File: config.mk
export PLATFORM = sky130hd
export DESIGN_NAME = calc_unit
export DESIGN_NICKNAME = d
export VERILOG_FILES = /design/src/rtl/calc_pkg.sv /design/src/rtl/calc_term.sv /design/src/rtl/calc_unit.sv
export SDC_FILE = /design/constraint.sdc
export NUM_CORES = 1
export LEC_CHECK = 0
export CORE_UTILIZATION = 45
export DETAILED_ROUTE_END_ITERATION = 12
export DONT_BUFFER_PORTS = 1
export GPL_ROUTABILITY_DRIVEN = 1
export GPL_TIMING_DRIVEN = 0
export REMOVE_ABC_BUFFERS = 1
export SYNTH_ARGS = -nofsm -noshare
export SYNTH_HDL_FRONTEND = slang
export SYNTH_SLANG_ARGS = --single-unit
File: constraint.sdc
create_clock -name clk_i -period 4.9 [get_ports clk_i]
set_input_delay 0.735 -clock clk_i [delete_from_list [all_inputs] [get_ports clk_i]]
set_output_delay 0.735 -clock clk_i [all_outputs]
set_load 0.1 [all_outputs]
File: src/rtl/calc_pkg.sv
// Shared constants for the calc datapath.
// Pure parameter package, no logic.
// No flow control involved.
package calc_pkg;
  localparam int DATA_W  = 32;
  localparam int EXT_W   = 34;
  localparam int SHIFT_W = 2;
  // The adder is one bit wider than a term. Four terms of +2^31 add up to
  // +2^33, which a 34-bit signed value cannot hold. With FUNC=3 that one
  // case would otherwise come out with the wrong sign after the shift.
  localparam int SUM_W   = EXT_W + 1;
endpackage

File: src/rtl/calc_term.sv
// Conditional negate of one operand after sign extension to EXT_W bits.
// Latency: combinational, 0 cycles.
// Backpressure: none, pure function of its inputs.
module calc_term
  import calc_pkg::*;
(
  input  logic [DATA_W-1:0] i_dat,
  input  logic              i_neg,
  output logic [EXT_W-1:0]  o_term
);

  logic [EXT_W-1:0] w_ext;

  // Extend before negating, so that -(-2^31) = +2^31 is representable.
  assign w_ext  = {{(EXT_W-DATA_W){i_dat[DATA_W-1]}}, i_dat};
  assign o_term = i_neg ? (~w_ext + {{(EXT_W-1){1'b0}}, 1'b1}) : w_ext;

endmodule

File: src/rtl/calc_unit.sv
// Signed sum of four +/- operands, arithmetic right shift, 32-bit wrap.
// Latency: 2 register stages (terms+FUNC, then sum/shift into out_o).
// Backpressure: none, a new operand set is accepted every cycle.
module calc_unit
  import calc_pkg::*;
(
  input  logic               clk_i,
  input  logic               reset_n_i,
  input  logic [DATA_W-1:0]  inpa_i,
  input  logic [DATA_W-1:0]  inpb_i,
  input  logic [DATA_W-1:0]  inpc_i,
  input  logic [DATA_W-1:0]  inpd_i,
  input  logic               A,
  input  logic               B,
  input  logic               C,
  input  logic               D,
  input  logic [SHIFT_W-1:0] FUNC,
  output logic [DATA_W-1:0]  out_o
);

  logic [DATA_W-1:0]        w_inp  [4];
  logic                     w_neg  [4];
  logic [EXT_W-1:0]         w_term [4];
  logic [EXT_W-1:0]         r_term [4];
  logic [SHIFT_W-1:0]       r_func;
  logic signed [SUM_W-1:0]  w_sum;
  logic signed [SUM_W-1:0]  w_shift;
  logic [DATA_W-1:0]        r_out;

  assign w_inp[0] = inpa_i;
  assign w_inp[1] = inpb_i;
  assign w_inp[2] = inpc_i;
  assign w_inp[3] = inpd_i;
  assign w_neg[0] = A;
  assign w_neg[1] = B;
  assign w_neg[2] = C;
  assign w_neg[3] = D;

  for (genvar g = 0; g < 4; g++) begin : g_term
    calc_term u_term (
      .i_dat  (w_inp[g]),
      .i_neg  (w_neg[g]),
      .o_term (w_term[g])
    );
  end

  // Stage 1: capture the signed terms together with their FUNC.
  always_ff @(posedge clk_i) begin
    if (!reset_n_i) begin
      for (int i = 0; i < 4; i++) r_term[i] <= '0;
      r_func <= '0;
    end else begin
      for (int i = 0; i < 4; i++) r_term[i] <= w_term[i];
      r_func <= FUNC;
    end
  end

  // Exact sum of the stage-1 terms, then a floor (sign-preserving) shift.
  always_comb begin
    w_sum = '0;
    for (int i = 0; i < 4; i++) begin
      w_sum = w_sum + signed'({r_term[i][EXT_W-1], r_term[i]});
    end
    w_shift = w_sum >>> r_func;
  end

  // Stage 2: keep the low word of the shifted sum. Wrap, no saturation.
  always_ff @(posedge clk_i) begin
    if (!reset_n_i) r_out <= '0;
    else            r_out <= w_shift[DATA_W-1:0];
  end

  assign out_o = r_out;

endmodule

==> metrics.txt <==
Register Area=3400 sq um; Worst-path clk slew=0.08 ns; setup bufs post-CTS=0; WL/cell=16.8 um; vias in the first global route=8324; cts repair resizes=0; global-route met2 utilization=0.317; final setup violation count=0; clk sinks=170; startpoint class of the critical path=flip-flop; nets=1521; period utilisation layout=0.881; footprint of the multi-input gates=7330 sq um; CP arrival=4.64 ns; die extent in y=161 um; ys async rst share=0; Hold WC Path Type=in2reg; CP Max Fanout=8; final RePlAce weighted congestion=0.887; status=finished, final reports clean; Yosys reg bits=170; most common cell in the netlist=dfxtp_1; worst relative slew slack=0.170; busiest grt layer=met2; number of nets with antenna violations after routing=0; DR vias/cell=5.34; number of port buffers=0; Worst Hold Margin=0.386 ns; Row Count=57; Critical-path top delay cell=a2111oi_0; Final Hold Vio Count=0; pwr/cell area=477 nW/um^2; Syn-to-layout area delta=7.04%; largest net degree at the start of global routing=97; Initial DRT Pass Iterations=4; CP cell instances=inv_1, fa_1, fa_1, inv_1, ha_1, and2_1, a2111oi_0, o221a_2, o221ai_1, nand4_1, nor3b_1, nor3_1, nor4b_1; I/O pin cnt=168; Mapped Cells=1321; maxcap violations=0; number of fillers in the final layout=2398; H-Tree Depth=4; yosys warns=0; via count=8636; Main synth FF type=dfxtp_1; drt drc=0; CTS tree=yes; latest clock arrival within the worst-skew pair=0.44 ns; Worst path max stage delay=0.55 ns; Post-DP Area=11600 sq um; Slew Limit Fails=0; layout cells sized above 1=0.0472; root buffer cell=clkbuf_16; Cell Area, Synth=11400 sq um; Final Critical Period=4.32 ns; total gr overflow=0; synth top area cells=dfxtp_1 30%, fa_1 12%, xor2_1 8.1%; RSZ-0062 raised after global routing=no; Avg Inst Size Synth=8.63 sq um; actual slew at the worst max-slew pin=1.24 ns; Core Region=24600 sq um; die footprint=26000 sq um; HPWL Detailed=21.6 mm; Max Clock Skew=0.0155 ns; hold bufs inserted after CTS=0; synth unique cells=75; critical path class=reg2reg; Fin Setup TNS=0 ns; Tot GR Track Use=0.215; Final Cell Area=12200 sq um; synth cell count leaders=170 x dfxtp_1, 158 x nor2_1, 114 x inv_1; VDD IR max=0.226 mV; met3 usage=0.0570; antenna violations before repair=0; Chip Width=161 um; highest clock rate=0.232 GHz; Post-synth EDFFs=0; dominant cell type by area after synthesis=dfxtp_1; Critical Path Sink Type=flip-flop; grt met1 use=0.307; DR iter-0 viols=385; Pleak=5.17 nW; global-route wire length before repair=44.0 mm; share of the synthesized area in the top cell type=0.298; post-synthesis sequential area ratio=0.298; Routed WL=27.1 mm; Design Power=5.82 mW; Critical Path RT=5.23 ns; Num CTS Buffers=17; Initial Util=0.463; clk buf depth=2
==> per-stage QoR <==
step | cells | setup WS, ns | utilization
after global routing | 1616 | 0.208 | 0.496
after global placement | 1583 | 0.573 | 0.470
after CTS | 1616 | 0.539 | 0.496
after detailed placement | 1584 | 0.619 | 0.472
final | 1617 | 0.583 | 0.496
after floorplan | 1259 | 1.20 | -
==> flip-flops by register name (all words and copies together), names as in the netlist <==
signal / count
r_term: 136
out_o: 32
r_func: 2
==> final cells by class <==
class	count	area share
multi-input cells	973	0.600
flip-flops and latches	170	0.279
inverters	116	0.0361
clock buffers	18	0.0352
well taps	324	0.0332
clock inverters	14	0.0139
repair buffers	1	0.00226
diodes	1	0.000205
==> cells in the final DEF (no fill, tap or decap), types with 6 or more instances in the layout <==
cell type  instances
a211oi_1          26
a21boi_0           6
a21o_1            18
a21oi_1           44
and2_1            23
and3_1             8
and4_1             6
clkbuf_16         17
dfxtp_1          169
fa_1              68
ha_1              38
inv_1            114
mux2i_1           12
nand2_1           93
nand2b_1           7
nand3_1           20
nand4_1           18
nor2_1           158
nor2b_1           10
nor3_1            22
nor3b_1            6
nor4_1             9
o211a_1            6
o21a_1             9
o21ai_0           65
o31ai_1           35
o41ai_1           19
or3_1             12
or4_1             11
xnor2_1           37
xor2_1           106
==> power by group <==
part | internal (mW) | switching, mW
clock network | 0.692 | 0.662
logic | 0.841 | 1.21
registers | 1.57 | 0.840
total | 3.11 | 2.71
==> critical path, delay by kind of cell (launching register included) <==
kind / cells / cell delay [ns]
fa+ha+maj: 3 / 1.42
flops: 1 / 0.31
simple gates: 5 / 1.26
buf+inv: 2 / 0.09
compound gates: 3 / 1.13
==> path summary, 6_finish.rpt <==
path,start,end,slack [ns],depth (start not counted)
setup / recovery,r_term[2][10],out_o[29],0.58,13
hold / removal,inpc_i[31],r_term[2][33],0.39,1
setup reg to reg,r_term[2][10],out_o[29],0.58,13
hold reg to reg,r_func[0],out_o[20],0.84,2
==> kinds of logic (layout without fill, tap and decap cells) <==
group                    count (synthesis)  in the layout  synth area share
flip-flops                             170            170             0.298
AND/OR/NAND/NOR                        429            429             0.185
buffers and inverters                  178            149            0.0590
XOR/XNOR                               143            143             0.110
adder cells (fa/ha/maj)                106            106             0.161
other                                    0              1                 0
multiplexers                            19             19            0.0184
AO/OA/AOI/OAI                          276            276             0.168
==> metal layers <==
layer	share of wire	up-vias
li1	-	4449
met3	0.067	24
met1	0.49	3957
met5	0	-
met4	0.016	0
met2	0.43	206
(Power assumes the default switching activity.)
